File: config.mk
export PLATFORM = sky130hd
export DESIGN_NAME = ripple_count_sampler
export DESIGN_NICKNAME = d
export VERILOG_FILES = /design/src/rtl/ripple_count_sampler.sv
export SDC_FILE = /design/constraint.sdc
export NUM_CORES = 1
export LEC_CHECK = 0
export CAP_MARGIN = 5
export CORE_MARGIN = 1.5
export CORE_UTILIZATION = 50
export DETAILED_ROUTE_END_ITERATION = 6
export GPL_TIMING_DRIVEN = 0
export PLACE_DENSITY = 0.82
export SYNTH_ARGS = -nofsm -noshare
export SYNTH_HDL_FRONTEND = slang
export SYNTH_SLANG_ARGS = --single-unit
File: constraint.sdc
create_clock -name clk -period 4.5 [get_ports clk]
set_input_delay 0.675 -clock clk [delete_from_list [all_inputs] [get_ports clk]]
set_output_delay 0.675 -clock clk [all_outputs]
set_load 0.02 [all_outputs]
File: src/rtl/ripple_count_sampler.sv
// Samples an asynchronous 4-bit ripple counter into the clk domain, accepts only
// settled values and extends them into a wider running total with wrap/step flags.

module rcs_sync_bit #(
    parameter int STAGES = 2
) (
    input  logic clk,
    input  logic rst,
    input  logic d,
    output logic q
);
    logic [STAGES-1:0] ff;

    always_ff @(posedge clk) begin
        if (rst) ff <= '0;
        else     ff <= {ff[STAGES-2:0], d};
    end

    assign q = ff[STAGES-1];
endmodule

module ripple_count_sampler #(
    parameter int SYNC_STAGES   = 2,
    parameter int STABLE_CYCLES = 2,
    parameter int EXT_WIDTH     = 12,
    parameter int MAX_STEP      = 4
) (
    input  logic                 clk,
    input  logic                 rst,
    input  logic [3:0]           cnt_in,
    output logic [3:0]           count_out,
    output logic [EXT_WIDTH-1:0] ext_count,
    output logic [3:0]           delta,
    output logic                 upd,
    output logic                 wrap,
    output logic                 step_err
);
    localparam int SCW = $clog2(STABLE_CYCLES + 1);
    localparam logic [SCW-1:0] STAB_MAX = SCW'(STABLE_CYCLES);
    localparam logic [SCW-1:0] STAB_MIN = SCW'(STABLE_CYCLES - 1);
    localparam logic [3:0]     STEP_LIM = 4'(MAX_STEP);

    localparam logic [0:0] ST_INIT  = 1'b0;
    localparam logic [0:0] ST_TRACK = 1'b1;

    logic [3:0]             s;
    logic [3:0]             s_prev;
    logic [SCW-1:0]         stab;
    logic [SYNC_STAGES:0]   vld_pipe;
    logic [0:0]             state;
    logic                   same;
    logic                   settled;
    logic                   accept;
    logic [3:0]             d;

    for (genvar i = 0; i < 4; i++) begin : g_sync
        rcs_sync_bit #(.STAGES(SYNC_STAGES)) u_sync (
            .clk (clk),
            .rst (rst),
            .d   (cnt_in[i]),
            .q   (s[i])
        );
    end

    // The zeros flushed into the chains by reset are not real samples: s only
    // counts once the chain has been refilled, and s_prev one edge later.
    always_ff @(posedge clk) begin
        if (rst) vld_pipe <= '0;
        else     vld_pipe <= {vld_pipe[SYNC_STAGES-1:0], 1'b1};
    end

    assign same    = vld_pipe[SYNC_STAGES] && (s == s_prev);
    assign settled = same && (stab >= STAB_MIN);
    assign d       = s - count_out;
    assign accept  = (state == ST_TRACK) && settled && (s != count_out);

    always_ff @(posedge clk) begin
        if (rst) begin
            s_prev <= '0;
            stab   <= '0;
        end else begin
            s_prev <= s;
            if (!same)                stab <= '0;
            else if (stab != STAB_MAX) stab <= stab + 1'b1;
        end
    end

    always_ff @(posedge clk) begin
        if (rst) begin
            state     <= ST_INIT;
            count_out <= '0;
            ext_count <= '0;
            delta     <= '0;
            upd       <= 1'b0;
            wrap      <= 1'b0;
            step_err  <= 1'b0;
        end else begin
            upd  <= 1'b0;
            wrap <= 1'b0;
            if (state == ST_INIT) begin
                if (settled) begin
                    count_out <= s;
                    state     <= ST_TRACK;
                end
            end else if (accept) begin
                count_out <= s;
                delta     <= d;
                ext_count <= ext_count + {{(EXT_WIDTH-4){1'b0}}, d};
                upd       <= 1'b1;
                wrap      <= (s < count_out);
                if (d > STEP_LIM) step_err <= 1'b1;
            end
        end
    end
endmodule

==> metrics.txt <==
die area 4060 um2; CTS Buf Count 5; layout cells sized above 1 0.0983; Sum Neg Setup Slack 0 ns; Final nets 251; commonest non-fill, non-tap cell in the layout dfxtp_1; Initial Util 0.535; area share of fa/ha/maj cells after synthesis 0.0897; min cycle time layout 2.77 ns; VDD IR max 0.228 mV; clock sinks between 40 and 50; Net Count, Synth 216; Synth Area in XOR/XNOR 0.0510; routed len/inst between 10 and 15 um; Largest delay share family, worst path adder cells; Clock Path Buffers 2; number of max-cap violations 0; post-CTS sizing 0; Worst Clk Skew 0.00417 ns; CP max-delay cell fa_1; Synth Area in Compound Gates 0.126; fin. max-slew vios 0; Mapped Avg Cell Area between 9 and 10 um2; final setup fails 0; vias in the first global route between 1000 and 1500; global-route wire length before repair 5880 um; Post-CTS Repair Setup Buffers 0; number of cells on the critical path 11; row count 21; die width 63.7 um; multiplexer share of the synthesized area 0.0272; PD cells just over 300 nW/um2; FF-to-FF path depth 11; GR Util All Layers 0.187; Initial DRT Pass Iterations 4; largest fanout on the critical path 8; DPL Wire Length 2500 um; Post-DP Area 2180 um2; Crit. Startpoint g_sync[0].u_sync.ff[1]; CP max stage delay 0.56 ns; CP dominant cell by count inv_1; Core Region 3440 um2; Synth Flop Type dfxtp_1; Worst-path clk slew 0.08 ns; period utilization 0.616; RR Endpoint ext_count[4]; initial antenna violation count 0; die height between 60 and 70 um; #FFs+latches synth 41; crit path buf inv count 4; WL final 3520 um; Hold-fix buffers, CTS 0; Ys Warns 0; Remaining Overflow, GRT 0; Residual DRC 0; largest family of logic cells by synthesized area simple AND/OR/NAND/NOR gates; non-filler cells, final 280; Worst setup SP type flip-flop; drt initial violations 77; worst-margin pin slew 0.769 ns; most frequent cells in the layout dfxtp_1, clkdlybuf4s50_1, inv_1, a21oi_1, nand2_1; sequential share of the synthesized area 0.446; Yosys cell types 35; Mapped Cells 198; Req. time, crit path ~4.7 ns; area added between synthesis and finish 24.7%; largest net degree at the start of global routing 13; cell area after synthesis 1840 um2; fmax 361 MHz; post-layout util 0.667; root buf cell clkbuf_8; Routed Antenna Nets 0; final hold vios 0; CP Class reg2reg; cell count after placement 272; Clock Latency Late Sink about 0.29 ns; WHS approximately 0.44 ns; I/O Buffers 28; P_leak 0.881 nW; flop-to-flop setup slack between 1.5 and 2 ns; htree depth 2; FF-to-FF Start g_sync[0].u_sync.ff[1]; GP Congestion between 0.7 and 0.8; Slew HR 0.483; RSZ-0062 raised after global routing false; Post-synth EDFFs 0; worst hold path class reg2reg; Post-synth ARST share 0; post-route cell area 2300 um2; Vias 1447; IO Pins 29; WP data arrival ~3 ns; Fillers 286; Via density just over 5; crit path to ext_count[4]; Critical Path Sink Type flip-flop; Antenna diodes 0; critical-path cell list inv_1 -> ha_1 -> inv_1 -> fa_1 -> inv_1 -> fa_1 -> inv_1 -> a21o_1 -> a21oi_1 -> or3_2 -> a21oi_1; CTS tree done; status finished clean; synthesized-area fraction occupied by and/or/nand/nor cells 0.198
## power by group
group	switching [W]	total, W	leakage [nW]	internal (W)
logic	0.0000207	0.0000376	0.490	0.0000168
registers	0.00000341	0.000372	0.333	0.000368
clock network	0.000120	0.000300	0.0585	0.000181
total	0.000144	0.000710	0.881	0.000566
## state kept, by name, summed over array words and instances (netlist names), 2 cells and up
signal / flops
count_out: 4
s_prev: 4
g_sync.u_sync.ff: 8
stab: 2
vld_pipe: 3
delta: 4
ext_count: 12
## worst reg2reg max path, stage by stage, from the launching register on
cell and delay (ns):
dfxtp_1 0.35, inv_1 0.09, ha_1 0.17, inv_1 0.07
fa_1 0.56, inv_1 0.10, fa_1 0.42, inv_1 0.08
a21o_1 0.11, a21oi_1 0.17, or3_2 0.45, a21oi_1 0.14
## how the worst min path moves through the flow
stage                                       from                      to  depth (start not counted)
after detailed placement  g_sync[1].u_sync.ff[0]  g_sync[1].u_sync.ff[1]                          1
final                     g_sync[1].u_sync.ff[0]  g_sync[1].u_sync.ff[1]                          1
after global placement    g_sync[2].u_sync.ff[0]  g_sync[2].u_sync.ff[1]                          1
after global routing      g_sync[3].u_sync.ff[0]  g_sync[3].u_sync.ff[1]                          1
after CTS                 g_sync[0].u_sync.ff[0]  g_sync[0].u_sync.ff[1]                          1
after floorplan           g_sync[0].u_sync.ff[0]  g_sync[0].u_sync.ff[1]                          1
## per-stage QoR
stage / worst slack [ns] / total power (W)
4_1_cts: 1.72 / 0.000717
3_3_place_gp: 1.83 / 0.000416
6_report: 1.73 / 0.000710
5_1_grt: 1.52 / 0.000736
2_1_floorplan: 1.95 / 0.000405
3_5_place_dp: 1.77 / 0.000418
## kinds of logic (layout without fill, tap and decap cells)
| family | Yosys count | in the layout |
|---|---|---|
| AND/OR/NAND/NOR | 66 | 66 |
| flip-flops | 41 | 41 |
| AO/OA/AOI/OAI | 36 | 36 |
| buffers and inverters | 29 | 65 |
| adder cells (fa/ha/maj) | 12 | 12 |
| XOR/XNOR | 9 | 9 |
| multiplexers | 5 | 5 |
## layout make-up
class                   count  area, um2  area share
multi-input cells         128        905       0.394
flip-flops and latches     41        821       0.357
repair buffers             28        280       0.122
clock buffers               7       86.3      0.0376
inverters                  21       78.8      0.0343
well taps                  46       57.6      0.0251
plain buffers               8       37.5      0.0163
clock inverters             1       30.0      0.0131
## cells in the mapped netlist, drive strengths merged (3+ instances only)
| cell type | number | area, um2 |
|---|---|---|
| nor2 | 13 | 48.8 |
| nand4 | 5 | 31.3 |
| and3 | 3 | 18.8 |
| xnor2 | 7 | 76.3 |
| or3 | 3 | 22.5 |
| nor2b | 14 | 87.6 |
| clkbuf | 6 | 22.5 |
| or4 | 6 | 51.3 |
| mux2i | 5 | 50.1 |
| nand2 | 16 | 60.1 |
| a21oi | 19 | 95.1 |
| o31ai | 3 | 22.5 |
| a21o | 3 | 22.5 |
| a31o | 4 | 35.0 |
| inv | 21 | 78.8 |
| dfxtp | 41 | 821 |
| ha | 10 | 125 |
## metal layers
metal | global-route usage | wire length [um]
met1 | 0.253 | 1720
met2 | 0.295 | 1600
met3 | 0.0429 | 166
met4 | 0.0652 | 41
met5 | 0 | 0
Note: power is estimated with default switching activity, not from simulation.
